==> src/rtl/mux_arb_nt1_nb_if.sv <==
// Handshake bundle for mux_arb_nt1_nb: CH producer channels in, one consumer out.
// slave = the mux itself, master = the producers/consumer surrounding it.
interface mux_arb_nt1_nb_if #(
   parameter int unsigned N  = 8,
   parameter int unsigned CH = 5
);
   localparam int unsigned SW = $clog2(CH);

   logic [CH*N-1:0] d_in;
   logic [CH-1:0]   valid_in;
   logic [CH-1:0]   ready_out;
   logic            mode;
   logic [SW-1:0]   sel;
   logic [N-1:0]    d_out;
   logic            valid_out;
   logic            ready_in;
   logic [SW-1:0]   sel_out;

   modport slave (
      input  d_in, valid_in, mode, sel, ready_in,
      output ready_out, d_out, valid_out, sel_out
   );

   modport master (
      output d_in, valid_in, mode, sel, ready_in,
      input  ready_out, d_out, valid_out, sel_out
   );
endinterface

==> src/rtl/mux_arb_nt1_nb.sv <==
// Registered CH:1 mux with valid/ready on every channel; fixed (sel) or
// round-robin arbitration chosen by mode.
// Optional macro MUX_ARB_XFER_CNT_EN adds a saturating 16-bit xfer_cnt output
// counting completed output transfers.
module mux_arb_nt1_nb #(
   parameter int unsigned N  = 8,
   parameter int unsigned CH = 5
) (
   input logic             clk,
   input logic             rst_n,
   mux_arb_nt1_nb_if.slave bus
`ifdef MUX_ARB_XFER_CNT_EN
   ,
   output logic [15:0]     xfer_cnt
`endif
);
   localparam int unsigned SW = $clog2(CH);
   localparam int unsigned IW = SW + 1;

   logic [N-1:0]  ch_data [CH];
   logic [SW-1:0] cand;
   logic          cand_ok;
   logic [IW-1:0] idx;
   logic          ld;
   logic          take;
   logic [CH-1:0] ready_c;
   logic [SW-1:0] ptr;
   logic [SW-1:0] ptr_nxt;
   logic [N-1:0]  d_q;
   logic [SW-1:0] sel_q;
   logic          valid_q;

   // Unflatten the channel data bus
   for (genvar i = 0; i < CH; i++) begin : g_split
      assign ch_data[i] = bus.d_in[i*N +: N];
   end

   // Candidate selection: sel in fixed mode, first valid at/after ptr in round-robin
   always_comb begin
      cand    = '0;
      cand_ok = 1'b0;
      idx     = '0;
      if (!bus.mode) begin
         if (IW'(bus.sel) < IW'(CH)) begin
            cand    = bus.sel;
            cand_ok = bus.valid_in[bus.sel];
         end
      end else begin
         for (int unsigned k = 0; k < CH; k++) begin
            idx = IW'(ptr) + IW'(k);
            if (idx >= IW'(CH)) idx = idx - IW'(CH);
            if (!cand_ok && bus.valid_in[SW'(idx)]) begin
               cand    = SW'(idx);
               cand_ok = 1'b1;
            end
         end
      end
   end

   // Load when the output register is empty or being drained this cycle
   assign ld      = !valid_q | bus.ready_in;
   assign take    = ld & cand_ok;
   assign ptr_nxt = (32'(cand) == CH - 1) ? '0 : cand + SW'(1);

   // One-hot accept to the winning channel, forced low during reset
   always_comb begin
      ready_c = '0;
      if (rst_n && take) ready_c[cand] = 1'b1;
   end

   // Output register and round-robin pointer
   always_ff @(posedge clk or negedge rst_n) begin
      if (!rst_n) begin
         d_q     <= '0;
         sel_q   <= '0;
         valid_q <= 1'b0;
         ptr     <= '0;
      end else if (take) begin
         d_q     <= ch_data[cand];
         sel_q   <= cand;
         valid_q <= 1'b1;
         if (bus.mode) ptr <= ptr_nxt;
      end else if (bus.ready_in) begin
         valid_q <= 1'b0;
      end
   end

   assign bus.ready_out = ready_c;
   assign bus.d_out     = d_q;
   assign bus.sel_out   = sel_q;
   assign bus.valid_out = valid_q;

`ifdef MUX_ARB_XFER_CNT_EN
   // Saturating count of words handed to the consumer
   always_ff @(posedge clk or negedge rst_n) begin
      if (!rst_n) begin
         xfer_cnt <= '0;
      end else if (valid_q && bus.ready_in && (xfer_cnt != 16'hFFFF)) begin
         xfer_cnt <= xfer_cnt + 16'd1;
      end
   end
`endif
endmodule

==> src/flat_wrapper.sv <==
// flat-port wrapper written by rule: the top's interface ports become plain ports
module mux_arb_nt1_nb_flat 
#(
   parameter int unsigned N  = 8,
   parameter int unsigned CH = 5
)
  (clk, rst_n, bus_d_in, bus_valid_in, bus_mode, bus_sel, bus_ready_in, bus_ready_out, bus_d_out, bus_valid_out, bus_sel_out);
  mux_arb_nt1_nb_if #(.N(N), .CH(CH)) bus_i ();
  input logic clk;
  input logic rst_n;
  input wire logic [$bits(bus_i.d_in)-1:0] bus_d_in;
  input wire logic [$bits(bus_i.valid_in)-1:0] bus_valid_in;
  input wire logic [$bits(bus_i.mode)-1:0] bus_mode;
  input wire logic [$bits(bus_i.sel)-1:0] bus_sel;
  input wire logic [$bits(bus_i.ready_in)-1:0] bus_ready_in;
  output wire logic [$bits(bus_i.ready_out)-1:0] bus_ready_out;
  output wire logic [$bits(bus_i.d_out)-1:0] bus_d_out;
  output wire logic [$bits(bus_i.valid_out)-1:0] bus_valid_out;
  output wire logic [$bits(bus_i.sel_out)-1:0] bus_sel_out;
  assign bus_i.d_in = bus_d_in;
  assign bus_i.valid_in = bus_valid_in;
  assign bus_i.mode = bus_mode;
  assign bus_i.sel = bus_sel;
  assign bus_i.ready_in = bus_ready_in;
  assign bus_ready_out = bus_i.ready_out;
  assign bus_d_out = bus_i.d_out;
  assign bus_valid_out = bus_i.valid_out;
  assign bus_sel_out = bus_i.sel_out;
  mux_arb_nt1_nb #(.N(N), .CH(CH)) u_core (.clk(clk), .rst_n(rst_n), .bus(bus_i));
endmodule
==> config.mk <==
export PLATFORM = sky130hd
export DESIGN_NAME = mux_arb_nt1_nb_flat
export DESIGN_NICKNAME = d
export VERILOG_FILES = /design/src/rtl/mux_arb_nt1_nb_if.sv /design/src/rtl/mux_arb_nt1_nb.sv /design/src/flat_wrapper.sv
export SDC_FILE = /design/constraint.sdc
export NUM_CORES = 1
export LEC_CHECK = 0
export CAP_MARGIN = 10
export CORE_AREA = 10 10 81 83
export DETAILED_ROUTE_END_ITERATION = 8
export DIE_AREA = 0 0 91 93
export PLACE_DENSITY = 0.81
export SLEW_MARGIN = 20
export SYNTH_ARGS = -nofsm -noshare
export SYNTH_HDL_FRONTEND = slang
export SYNTH_SLANG_ARGS = --single-unit
==> constraint.sdc <==
create_clock -name clk -period 7.4 [get_ports clk]
set_input_delay 1.48 -clock clk [delete_from_list [all_inputs] [get_ports clk]]
set_output_delay 1.48 -clock clk [all_outputs]
set_load 0.05 [all_outputs]
---- Word-level counts from Yosys, hierarchy flattened ----
Cells that the tools add are included.
word-level totals
  word-level logic and storage cells ...... 95
  register bits after elaboration ......... 15
  bits of input ports ..................... 52
  output and inout port bits .............. 17
operators by class
  muxes and demuxes ....................... 49
  equal/unequal tests ..................... 1
  add/subtract/negate cells ............... 10
  $lt $le $gt $ge ......................... 15
  bitwise operators ....................... 3
  reduce and logical (&&, ||, !) cells .... 13
operators with widths
  operator               number
  $mux W3                18
  $lt A3 B4 Y1 const B   7
  $bmux W8 S3            1
  $mux W1                20
  $bmux W1 S3            6
  $ge A4 B3 Y1 const B   4
  $mux W8                2
  $sub A3 B3 Y3 const B  5
  $add A3 B2 Y4 const B  2
  $logic_and A1 B1 Y1    6
  $logic_not A1 Y1       5
  $mux W5                1
  $add A3 B1 Y4 const B  1
  $add A3 B3 Y4 const B  1
  $ge A4 B4 Y1 const B   1
  $not A3 Y4             1
  $add A3 B1 Y3 const B  1
  $demux W1 S3           1
  $eq A3 B3 Y1 const B   1
  $ge A3 B1 Y1 const B   1
  $ge A3 B3 Y1 const B   1
  $lt A3 B3 Y1 const B   1
  $reduce_and A2 Y1      1
  $reduce_bool A2 Y1     1
  other kinds (2)        2

---- Logic depth before layout (Yosys ltp) ----
Gate-level depths: netlist (run 1).
  depth after elaboration ................. 28
  depth in mapped cells ................... 20
  gate-level depth less buffers ........... 16

---- Worst setup path after synthesis (run 1) ----
No wires, ideal clock.
  path type ............................... input to output
  from .................................... in bus_valid_in[0]
  to ...................................... out bus_ready_out[0]
  arrival time ............................ 4.624 ns
  stages .................................. 11
  data required time ...................... 5.920 ns
  setup slack ............................. 1.296 ns
  path through ............................ clkbuf_1 > nand2_1 > a21boi_0 > mux4_2 > o22ai_1 > nor2_1 > a31o_1 > nor2_1 > clkbuf_1 > nand2_1 > nor3_1
on the way
  cells in the longest elaborated chain, start to end .. 25
  elaborated cells on any way between the ends .. 45
  classes of those cells .................. order compare (2); mux (32); bitwise (1); reduce/logical (10)
RTL lines
  element                                                             line                  RTL
  start, declared                                                     flat_wrapper.sv:12    input wire logic [$bits(bus_i.valid_in)-1:0] bus_valid_in;
  $bmux W1 S3                                                         mux_arb_nt1_nb.sv:52  if (!cand_ok && bus.valid_in[SW'(idx)]) begin
  $mux W1 (not written as such)                                       mux_arb_nt1_nb.sv:52
  $mux W1                                                             mux_arb_nt1_nb.sv:52
  $mux W1                                                             mux_arb_nt1_nb.sv:43  if (!bus.mode) begin
  $logic_not A1 Y1                                                    mux_arb_nt1_nb.sv:52
  $logic_and A1 B1 Y1                                                 mux_arb_nt1_nb.sv:52
  $mux W1                                                             mux_arb_nt1_nb.sv:52
  $mux W1                                                             mux_arb_nt1_nb.sv:43
  [9 not listed]                                                      --
  $logic_and A1 B1 Y1                                                 mux_arb_nt1_nb.sv:52
  $mux W3                                                             mux_arb_nt1_nb.sv:52
  $mux W3                                                             mux_arb_nt1_nb.sv:43
  $lt A3 B4 Y1 (not written as such) or $ge A3 B1 Y1 (tied branches)  mux_arb_nt1_nb.sv:68  if (rst_n && take) ready_c[cand] = 1'b1;
  $logic_and A1 B1 Y1 (not written as such)                           mux_arb_nt1_nb.sv:68
  $mux W1 (not written as such)                                       mux_arb_nt1_nb.sv:68
  $demux W1 S3                                                        --
  $mux W5 *                                                           mux_arb_nt1_nb.sv:68
  end, declared                                                       flat_wrapper.sv:16    output wire logic [$bits(bus_i.ready_out)-1:0] bus_ready_out;
Mark *: on every way between the ends. The rest lies on a longest branch, timed or not. The select of a mux whose other input is x is not followed.

---- Worst setup path in the final report (run 1) ----
  from .................................... in bus_valid_in[3]
  to ...................................... out bus_ready_out[2]
on the way
  cells in the longest elaborated chain, start to end .. 25
  elaborated cells on any way between the ends .. 45
  classes of those cells .................. order compare (2); mux (32); bitwise (1); reduce/logical (10)
RTL lines
  element                                                             line                  RTL
  $bmux W1 S3                                                         mux_arb_nt1_nb.sv:52
  $mux W1 (not written as such)                                       mux_arb_nt1_nb.sv:52
  $mux W1                                                             mux_arb_nt1_nb.sv:52
  $mux W1                                                             mux_arb_nt1_nb.sv:43
  $logic_not A1 Y1                                                    mux_arb_nt1_nb.sv:52
  $logic_and A1 B1 Y1                                                 mux_arb_nt1_nb.sv:52
  $mux W1                                                             mux_arb_nt1_nb.sv:52
  $mux W1                                                             mux_arb_nt1_nb.sv:43
  [10 not listed]                                                     --
  $mux W3 *                                                           mux_arb_nt1_nb.sv:52
  $mux W3 *                                                           mux_arb_nt1_nb.sv:43
  named net u_core.cand[0]                                            mux_arb_nt1_nb.sv:21  logic [SW-1:0] cand;
  $lt A3 B4 Y1 (not written as such) or $ge A3 B1 Y1 (tied branches)  mux_arb_nt1_nb.sv:68
  $logic_and A1 B1 Y1 (not written as such)                           mux_arb_nt1_nb.sv:68
  $mux W1 (not written as such)                                       mux_arb_nt1_nb.sv:68
  $demux W1 S3 *                                                      --
  $mux W5 *                                                           mux_arb_nt1_nb.sv:68
The timed path passes the listed nets; every way through them passes the cells marked *. The select of a mux whose other input is x is not followed.

==> impl_results.md, run 1 <==
* Most used DFF post-synth: dfrtp_1
* Syn_nets at 368
* Count leader, synth: nand2_1
* Die Area at 0.008463 mm^2
* Gp weighted congestion at 0.9715
* Fraction of registers with async set/reset at 100.0%
* Inserted Diodes at 0
* Multi-input logic area at about 0.0019 mm^2
* # rows at 26
* Initial antenna violation count at 0
* Drt wl/cell at 19.59 um
* Synth Cell Area at between 0.002 and 0.0025 mm^2
* RSZ-0062 raised after global routing: no
* Crit path DAT at ~5.4 ns
* CTS tree: done
* Final net count at between 400 and 500
* HPWL after DPL at ~6.7 mm
* Die X at about 91 um
* CP startpoint kind: input port
* Uppermost routed layer: met4
* Area added between synthesis and finish at 30.18%
* Final Routed Wirelength at between 8 and 9 mm
* Total global routing overflow at 0
* Class of the worst hold path: flop to flop
* Clk sinks at 15
* Starting Density at 48.25%
* Met1 WL at between 3 and 4 mm
* DRC at 0
* Final hold vios at 0
* Final setup TNS at 0 ns
* Fmax at between 100 and 150 MHz
* Setup violators final at 0
* Register Area at ~380 um^2
* Slew @ Worst Pin at slightly below 0.8 ns
* Setup bufs post-CTS at 0
* Post-synth EDFFs at 0
* Crit path required time at 5.92 ns
* First-pass DRT Iterations at 5
* Fin crit share at just over 90%
* Synth top area cells: dfrtp_1 16%, nand2_1 6.2%, a211o_1 4.7%
* Min Tclk post-route at just under 7 ns
* Syn Inst Count at around 310
* Worst skew pair latency at ~0.25 ns
* Num ports at 69
* Clock transition time at the flip-flop clock pins of the worst setup and hold paths at ~0.060 ns
* Layout cells sized above 1 at 10.83%
* Root buffer cell: clkbuf_8
* CTS H-tree depth at 1
* DR WL met2 at 3.893 mm
* Port-buffer cells at slightly below 70
* VDD IR-drop max at 0.0003134 V
* GRT Util Overall at 19.18%
* Syn Area/Cell at around 7.9 um^2
* Slew margin rel. at 48.00%
* Crit. End Element: output pin
* Synth top cells by count: 40 x nand2_1, 18 x o21ai_0, 15 x dfrtp_1
* Total core area at around 0.0050 mm^2
* Met3 WL post-DR at around 930 um
* Vias in the first global route at about 2700
* Setup Skew at 0.001553 ns
* Post-CTS sizing at 0
* CTS buffer count at 3
* Mean number of vias per cell at roughly 6.3
* Max cap viols at 0
* Dominant cell type by area after synthesis: dfrtp_1
* Status: finished clean
* Largest net degree at the start of global routing at 38
* Placed cell count at 426
* Fill count at ~470
* Critical path type: input port to output pin
* Top cell type's share of synthesized area at ~16%
* Die Height at between 90 and 100 um
* CTS Hold Bufs at 0
* #FFs+latches synth at 15
* Max Root-Sink Buffers at 2
* Count of cell types in the netlist at between 70 and 80
* Final Non-Filler Cells at 430
* First-pass GRT wire length at approximately 13 mm
* Vias at 2705
* Leak at around 1.3 nW
* Number of DRC markers in iteration 0 at 275
* Pwr Density at roughly 530 mW/mm^2
* Final Power at 0.001654 W
* Crit path max fanout at 12
* Sequential element share of the synthesized area at 15.53%
* Ys Warns at 0
* Routed Antenna Nets at 0
* Max Slew Vio Count at 0
-- worst paths after layout --
check                                                   from                                 to  slack [ns]  cells after the start
max in group asynchronous                              rst_n    u_core.bus.d_out[1]$_DFFE_PN0N_        5.24                      1
min                        u_core.bus.sel_out[2]$_DFFE_PN0N_  u_core.bus.sel_out[2]$_DFFE_PN0N_        0.49                      2
min in group asynchronous                              rst_n  u_core.bus.sel_out[0]$_DFFE_PN0N_        1.68                      1
max                                          bus_valid_in[3]                   bus_ready_out[2]        0.53                     12
max reg2reg                        u_core.ptr[2]$_DFFE_PN0P_    u_core.bus.d_out[1]$_DFFE_PN0N_        2.48                     12
min reg2reg                u_core.bus.sel_out[2]$_DFFE_PN0N_  u_core.bus.sel_out[2]$_DFFE_PN0N_        0.49                      2
-- cell families after synthesis --
| family | after synthesis | share of synthesized area (%) |
|---|---|---|
| DFF | 15 | 15.53 |
| xor gates and xnor gates | 3 | 1.087 |
| adders and majority gates | 10 | 5.487 |
| buffers and inverters | 39 | 7.505 |
| and+or+nand+nor | 101 | 21.69 |
| AOI/OAI and AO/OA | 122 | 39.60 |
| muxes | 16 | 9.110 |
-- cell type report --
| class | count | share of cell area, % |
|---|---|---|
| Tap cell | 70 | 2.783 |
| Inverter | 15 | 1.789 |
| Sequential cell | 15 | 11.93 |
| Clock buffer | 3 | 1.312 |
| Timing Repair Buffer | 74 | 22.90 |
| Clock inverter | 1 | 0.1590 |
| Multi-Input combinational cell | 252 | 59.13 |
-- power breakdown --
part | internal (W) | switching (W)
Combinational | 0.000563 | 0.000868
Sequential | 0.000120 | 0.0000332
Clock | 0.0000374 | 0.0000320
Total | 0.000720 | 0.000933
-- worst max-delay path, cell delays in order --
cell	delay (ns)
clkdlybuf4s50_1	0.53
nand2b_1	0.18
a211oi_1	0.07
a311o_1	0.37
a211oi_1	0.59
nand3_1	0.15
a211oi_1	0.39
o41ai_4	0.17
nand2_2	0.30
inv_2	0.10
nor3_1	0.21
clkdlybuf4s50_1	0.85
-- layout by cell type (no fill, tap or decap), types with 7 or more instances in the layout --
cell type,instances
a21oi_1,12
nor2_1,10
nor2b_1,7
buf_4,8
a22o_1,9
a211o_1,13
nand2_1,40
clkdlybuf4s50_1,66
nor3_1,9
a211oi_1,9
ha_1,9
o21ai_0,18
inv_1,13
dfrtp_1,15
-- state kept, by name (all words and copies together) (netlist names) --
name and cells:
u_core.bus.d_out 8, u_core.bus.sel_out 3, u_core.ptr 3, u_core.bus.valid_out 1
-- layer usage --
layer	vias to the layer above	track usage (%)
met1	1245	22.15
met2	159	30.91
li1	1280	-
met5	-	0
met3	21	6.635
met4	0	9.922
-- metrics by stage --
stage | instance area, um^2 | hold WS, ns | util (%) | setup slack, ns
CTS | 3147 | 0.4944 | 62.81 | 0.5397
floorplan | 2417 | 0.7497 | - | 1.296
global placement | 3100 | 0.4665 | 61.89 | 0.6656
detailed placement | 3100 | 0.4732 | 61.89 | 0.5759
finish | 3147 | 0.4915 | 62.81 | 0.5309
global route | 3147 | 0.5259 | 62.81 | 0.1562
Power figures use the tool's default switching activity.
==> inputs of run 2 (changes only) <==
CORE_AREA = 10 10 89 91   (was 10 10 81 83)
DIE_AREA = 0 0 99 101   (was 0 0 91 93)
PLACE_DENSITY = 0.68   (was 0.81)
==> impl_results.md, run 2 (synthesis gave the netlist of run 1 again) <==
* Status: finished clean
* Area added between synthesis and finish at 31.73%
* Slew margin rel. at between 40% and 50%
* Max cap viols at 0
* Critical path type: input port to output pin
* Slowest CP cell: clkdlybuf4s50_1
* First-pass DRT Iterations at 4
* Num ports at 69
* CTS buffer count at 3
* Gp weighted congestion at slightly above 1
* Crit path DAT at ~5.4 ns
* CTS Hold Bufs at 0
* Setup Skew at between 0.003 and 0.004 ns
* Post-CTS sizing at 0
* Port-buffer cells at 68
* Final hold vios at 0
* Most frequent cells in the layout: 66 x clkdlybuf4s50_1, 40 x nand2_1, 18 x o21ai_0
* Fin crit share at 92.65%
* # rows at 29
* Final Routed Wirelength at about 8.4 mm
* Worst skew pair latency at 0.25 ns
* Final net count at 427
* Mean number of vias per cell at between 6 and 7
* Crit path required time at slightly below 6 ns
* Pwr Density at around 520 mW/mm^2
* HPWL after DPL at 6.789 mm
* Fill count at approximately 620
* CTS tree: done
* Max Slew Vio Count at 0
* Slew @ Worst Pin at ~0.86 ns
* Vias at around 2700
* Die Height at between 100 and 150 um
* Layout cells sized above 1 at 11.54%
* Final setup TNS at 0 ns
* Crit. End Element: output pin
* VDD IR-drop max at approximately 0.00024 V
* Final Non-Filler Cells at 441
* Clock transition time at the flip-flop clock pins of the worst setup and hold paths at 0.06 ns
* Starting Density at roughly two fifths
* Worst hold margin at just under 0.5 ns
* Crit path max fanout at 12
* Total core area at between 0.006 and 0.007 mm^2
* Class of the worst hold path: flop to flop
* Placed cell count at 437
* Leak at around 1.3 nW
* Inserted Diodes at 0
* Max Root-Sink Buffers at 2
* CTS H-tree depth at 1
* Initial antenna violation count at 0
* Setup bufs post-CTS at 0
* Vias in the first global route at 2742
* Number of DRC markers in iteration 0 at about 170
* Commonest non-fill, non-tap cell in the layout: clkdlybuf4s50_1
* DRC at 0
* Post-layout util at between 50 and 60%
* Setup violators final at 0
* Root buffer cell: clkbuf_8
* Drt wl/cell at approximately 19 um
* Fmax at around 150 MHz
* Crit-path cells: clkdlybuf4s50_1 > nand2b_1 > a211oi_1 > a311o_1 > a211oi_1 > and3_1 > o21a_1 > o41ai_4 > nand2_2 > inv_2 > nor3_1 > clkdlybuf4s50_1
* Final Power at 0.001660 W
* Largest net degree at the start of global routing at 38
* GRT Util Overall at roughly 16%
* Max reg flops at 8
* RSZ-0062 raised after global routing: no
* Max stage delay on crit path at between 0.8 and 0.9 ns
* First-pass GRT wire length at around 14 mm
* Die Area at roughly 0.01 mm^2
* Min Tclk post-route at between 6 and 7 ns
* CP startpoint kind: input port
* Routed Antenna Nets at 0
* Total global routing overflow at 0
* Clk sinks at 15
* Die X at about 99 um
[run 2: changes by cell type in the layout (fill, tap and decap cells not counted), sizes merged]
cell,delta
clkinv,-1
clkbuf,+1
buf,+4
[run 2: report_power, final]
part / switching [W] / total (W) / internal [W]
combinational: 0.000875 / 0.00144 / 0.000569
sequential: 0.0000271 / 0.000148 / 0.000121
clock: 0.0000293 / 0.0000675 / 0.0000382
total: 0.000932 / 0.00166 / 0.000728
[run 2: worst max-delay path: cells and delay by family]
kind | cells | cell delay [ns]
buffers and inverters | 3 | 1.48
AOI/OAI and AO/OA | 5 | 1.34
and+or+nand+nor | 4 | 1.07
[run 2: path summary, 6_finish.rpt]
kind | cells after the start | end | from | slack [ns]
setup reg to reg | 14 | u_core.bus.d_out[1]$_DFFE_PN0N_ | u_core.ptr[0]$_DFFE_PN0P_ | 2.56
setup / recovery | 12 | bus_ready_out[4] | bus_valid_in[3] | 0.54
hold reg to reg | 2 | u_core.bus.sel_out[2]$_DFFE_PN0N_ | u_core.bus.sel_out[2]$_DFFE_PN0N_ | 0.48
min in group asynchronous | 2 | u_core.bus.d_out[6]$_DFFE_PN0N_ | rst_n | 1.55
max in group asynchronous | 2 | u_core.bus.d_out[5]$_DFFE_PN0N_ | rst_n | 5.66
hold / removal | 2 | u_core.bus.sel_out[2]$_DFFE_PN0N_ | u_core.bus.sel_out[2]$_DFFE_PN0N_ | 0.48
[run 2: stage by stage]
stage	cell area, um^2	worst slack (ns)
after detailed placement	3139	0.6178
after global placement	3139	0.6665
final	3184	0.5438
after CTS	3184	0.5802
after global routing	3184	0.2654
after floorplan	2417	1.296
[run 2: routing by layer]
| layer | wire length [um] | part of all wire (%) | global-route usage, % |
|---|---|---|---|
| met1 | 3545 | 42 | 19.44 |
| met4 | 195 | 2.3 | 6.064 |
| met2 | 3803 | 45 | 26.05 |
| met5 | 0 | 0 | 0 |
| met3 | 855 | 10 | 5.761 |
[run 2: area by class of cell]
class | instances | area, um^2 | share of cell area, %
clock buffer | 4 | 45.04 | 1.415
inverter | 15 | 56.30 | 1.768
multi-input combinational | 252 | 1861 | 58.43
sequential | 15 | 375.4 | 11.79
tap | 77 | 96.34 | 3.026
timing repair buffer | 78 | 750.7 | 23.58
